==> src/rtl/music_pkg.sv <==
// music_pkg: shared widths, sequencer state encoding and song-entry markers.
package music_pkg;
  localparam int NOTE_WIDTH = 6;
  localparam int DUR_WIDTH  = 6;
  localparam int SONG_BITS  = 2;
  localparam int INDEX_BITS = 5;
  localparam logic [NOTE_WIDTH-1:0] REST_NOTE    = '0;
  localparam logic [DUR_WIDTH-1:0]  END_DURATION = '0;
  localparam logic [INDEX_BITS-1:0] LAST_INDEX   = '1;
  typedef enum logic [2:0] {IDLE, FETCH, WAIT_ROM, LOAD, PLAY, ADVANCE} state_e;
endpackage

==> src/rtl/song_sequencer.sv <==
// song_sequencer: steps note_player through {note, duration} entries of an external 1-cycle song ROM.
module song_sequencer
  import music_pkg::*;
(
  input  logic                            clk,
  input  logic                            reset_n,
  input  logic                            play,
  input  logic [SONG_BITS-1:0]            song,
  input  logic                            new_song,
  output logic [SONG_BITS+INDEX_BITS-1:0] rom_addr,
  input  logic [NOTE_WIDTH+DUR_WIDTH-1:0] rom_data,
  output logic [NOTE_WIDTH-1:0]           note_to_load,
  output logic [DUR_WIDTH-1:0]            duration_to_load,
  output logic                            load_new_note,
  input  logic                            done_with_note,
  output logic                            play_enable,
  output logic                            song_done,
  output logic                            busy
);
  state_e                  state_q, state_d;
  logic [SONG_BITS-1:0]    song_q, song_d;
  logic [INDEX_BITS-1:0]   index_q, index_d;
  logic [NOTE_WIDTH-1:0]   note_q, note_d;
  logic [DUR_WIDTH-1:0]    dur_q, dur_d;
  logic                    load_q, load_d, done_q, done_d, busy_q;
  logic [DUR_WIDTH-1:0]    rom_dur;
  logic                    last;
  assign rom_dur          = rom_data[DUR_WIDTH-1:0];
  assign last             = index_q == LAST_INDEX;
  assign rom_addr         = {song_q, index_q};
  assign note_to_load     = note_q;
  assign duration_to_load = dur_q;
  assign load_new_note    = load_q;
  assign song_done        = done_q;
  assign busy             = busy_q;
  assign play_enable      = play;
  // Pulses are decided one state early so they appear registered in LOAD/ADVANCE.
  always_comb begin
    state_d = state_q;
    song_d  = song_q;
    index_d = index_q;
    note_d  = note_q;
    dur_d   = dur_q;
    load_d  = 1'b0;
    done_d  = 1'b0;
    if (new_song) begin
      state_d = FETCH;
      song_d  = song;
      index_d = '0;
    end else begin
      case (state_q)
        FETCH:    state_d = play ? WAIT_ROM : FETCH;
        WAIT_ROM: begin
          state_d         = LOAD;
          {note_d, dur_d} = rom_data;
          load_d          = rom_dur != END_DURATION;
          done_d          = rom_dur == END_DURATION;
        end
        LOAD:     state_d = (dur_q == END_DURATION) ? IDLE : PLAY;
        PLAY:     if (done_with_note) begin
          state_d = ADVANCE;
          done_d  = last;
        end
        ADVANCE:  begin
          state_d = last ? IDLE : FETCH;
          index_d = last ? index_q : index_q + 1'b1;
        end
        default:  ;
      endcase
    end
  end
  always_ff @(posedge clk or negedge reset_n) begin
    if (!reset_n) begin
      state_q <= IDLE;
      song_q  <= '0;
      index_q <= '0;
      note_q  <= '0;
      dur_q   <= '0;
      load_q  <= 1'b0;
      done_q  <= 1'b0;
      busy_q  <= 1'b0;
    end else begin
      state_q <= state_d;
      song_q  <= song_d;
      index_q <= index_d;
      note_q  <= note_d;
      dur_q   <= dur_d;
      load_q  <= load_d;
      done_q  <= done_d;
      busy_q  <= state_d != IDLE;
    end
  end
endmodule

==> config.mk <==
export PLATFORM = sky130hd
export DESIGN_NAME = song_sequencer
export DESIGN_NICKNAME = d
export VERILOG_FILES = /design/src/rtl/music_pkg.sv /design/src/rtl/song_sequencer.sv
export SDC_FILE = /design/constraint.sdc
export NUM_CORES = 1
export LEC_CHECK = 0
export BUFFER_PORTS_ARGS = -buffer_cell sky130_fd_sc_hd__buf_2
export CORE_MARGIN = 5
export CORE_UTILIZATION = 48
export DETAILED_ROUTE_END_ITERATION = 8
export PLACE_DENSITY = 0.78
export SYNTH_ARGS = -nofsm -noshare
export SYNTH_HDL_FRONTEND = slang
export SYNTH_SLANG_ARGS = --single-unit
==> constraint.sdc <==
create_clock -name clk -period 2.25 [get_ports clk]
set_input_delay 0.225 -clock clk [delete_from_list [all_inputs] [get_ports clk]]
set_output_delay 0.225 -clock clk [all_outputs]
set_load 0.1 [all_outputs]
==> flow_summary.yaml <==
grt:
  grt_pass1_wl_mm: 3.75
  antenna_found_initial: 0
  grt_max_degree: 26
  overflow: 0
  grtUsageTotal_pct: 14.5
  grt_pass1_vias: 849
placement:
  postPlaceCellArea_um2: 1350
  port_buffers: 41
  dp_hpwl_mm: 1.76
  finalWeightedCongestion: 0.728
clocking:
  cts_resized: 0
  clk_pin_slew_ns: 0.13
  root_buffer: "clkbuf_4"
  cts_tree: "done"
  cts.sinks: 25
  insertion_delay_ns: 0.32
  clock_path_buffers: 2
  cts_made_buffers: 3
  ctsHtreeMaxLevel: 1
die:
  die_w_um: 58.7
  die_area_um2: 3440
  die_h_um: 58.7
  core-area_um2: 2230
  rows: 17
  start_util_pct: 50.9
  io_pins: 42
power_and_ir_drop:
  p_leak_nw: 0.697
  ir_drop_uv: 967
  power_density_nw_per_um2: 1340
finish:
  layout-drive-gt1-share_pct: 53.5
  antenna_cells: 0
  fin_util_pct: 61.9
  nets: 149
  mostFrequentLayoutCell: "buf_2"
  fillers: 192
  area_delta_synth_final_pct: 21.6
  stdcell_area_um2: 1380
  layout_common_cells: "buf_2 (41), dfrtp_1 (23), mux2_2 (14)"
sta:
  relSlewSlack_pct: 64.0
  hold_violations: 0
  drv_slew: 0
  period_share_pct: 85.7
  period_minus_slack_ns: 1.93
  worstMarginPinSlew_ns: 0.540
  fin_skew_ns: 0.00980
  tns_ns: 0
  setup_viol: 0
  max_freq_ghz: 0.518
  grt_setup_unrepaired: "false"
setup_path:
  path_class: "flip-flop to flip-flop"
  critPathLaunch: "index_q[0]$_DFFE_PN0P_"
  r2r_slack_ns: 0.32
  r2r_start: "index_q[0]$_DFFE_PN0P_"
  rr_worst_depth: 7
  end_kind: "flip-flop"
  cp_max_fo: 5
  crit-reg2reg-capture: "index_q[3]$_DFFE_PN0P_"
  crit_path_end: "index_q[3]$_DFFE_PN0P_"
  arrival_ns: 2.19
  startpoint_type: "flip-flop"
  worstPathRequired_ns: 2.51
logic_synthesis:
  ys_types: 30
  ys_async_sr_fraction_pct: 100
  syn_avg_cell_area_um2: 13.1
  synthCells: 87
  yosysTopAreaCell: "dfrtp_1"
  synth_top_area_share_pct: 55.0
  synth_edf_count: 0
  syn_area_um2: 1140
  yosysSeqAreaShare_pct: 55.0
  synth_fp_nets: 108
  synthFlopType: "dfrtp_1"
  synth.area.top_cells: "dfrtp_1 (55%), mux2_2 (14%), mux2i_1 (2.6%)"
  ys_warn_count: 0
  ys_ff_latch: 25
drt:
  ant_nets: 0
  wl_mm: 2.26
  wl_per_cell_um: 14.6
  drt_iter0_drc: 11
  vias_per_cell: 5.17
  dr_total_vias: 801
  route.detailed.drc: 0
  dr.pass1.iters: 2
run:
  max_cap_violations: 0
min_path:
  hp-class: "input port to flip-flop"
run_status:
  outcome: "finished clean"
logic make-up (layout without fill, tap and decap cells):
group / Yosys count / count (layout) / synth area share, %
buf+inv: 10 / 50 / 4.73
flops: 25 / 25 / 55.0
xor+xnor: 3 / 3 / 2.31
simple gates: 23 / 23 / 14.1
mux: 17 / 17 / 16.5
fa+ha+maj: 2 / 2 / 2.20
compound gates: 7 / 7 / 5.17
layout make-up:
type,count,area [um2],share of cell area [%]
Clock buffer,3,22.5,1.63
Clock inverter,1,5.00,0.362
Inverter,3,11.3,0.814
Multi-Input combinational cell,52,458,33.1
Sequential cell,25,628,45.4
Tap cell,28,35.0,2.53
Timing Repair Buffer,43,223,16.1
sequential cells by signal (all words and copies together) (netlist names):
name and cells:
song_q 2, busy 1, note_to_load 6, song_done 1
load_new_note 1, index_q 5, state_q 3, duration_to_load 6
report_power, final:
group / internal (mW) / switching, mW
Clock: 0.0666 / 0.130
Sequential: 0.553 / 0.0717
Combinational: 0.171 / 0.863
Total: 0.791 / 1.07
routing by layer:
metal,track usage (%),routed length (um),vias to the layer above
li1,-,-,382
met1,16.6,868,390
met2,25.8,1200,25
met3,2.63,152,4
met4,6.80,40,0
met5,0,0,-
how the worst min path moves through the flow:
stage | start | end | cells past startpoint
3_3_place_gp | reset_n | index_q[4]$_DFFE_PN0P_ | 1
5_1_grt | song[0] | song_q[0]$_DFFE_PN0P_ | 2
4_1_cts | rom_data[10] | note_to_load[4]$_DFFE_PN0P_ | 2
6_report | rom_data[10] | note_to_load[4]$_DFFE_PN0P_ | 2
2_1_floorplan | reset_n | busy$_DFF_PN0_ | 0
3_5_place_dp | reset_n | index_q[4]$_DFFE_PN0P_ | 1
cells in the mapped netlist, types with 2 or more instances:
cell type and instances:
a21oi_1 3, buf_2 4, dfrtp_1 25, ha_1 2
inv_1 3, mux2_2 14, mux2i_1 3, nand2_1 3
nand2b_1 2, nand4_1 2, nor2_1 6, xor2_1 2
worst max-delay path, cell delays in order, from the launching register on:
cell and delay [ns]:
dfrtp_2 0.45, ha_1 0.22, and3_1 0.19, ha_1 0.20, and4bb_1 0.41, nand4_1 0.14, xor2_1 0.16, nor2_1 0.10
per-stage QoR:
step                cells  hold WS [ns]  setup slack [ns]  total power [mW]
global placement      150         0.236             0.417              1.66
detailed placement    150         0.239             0.348              1.68
global route          155         0.110             0.216              1.94
floorplan              87       -0.0706            0.0932              1.51
CTS                   155         0.113             0.309              1.88
finish                155         0.122             0.321              1.86
timing repair:
item | in CTS | in global routing
endpoints found under the setup margin | 0 | 0
hold buffers | 1 | 0
endpoints found under the hold margin | 25 | 0
setup buffers | 0 | 0
(Power assumes the default switching activity.)
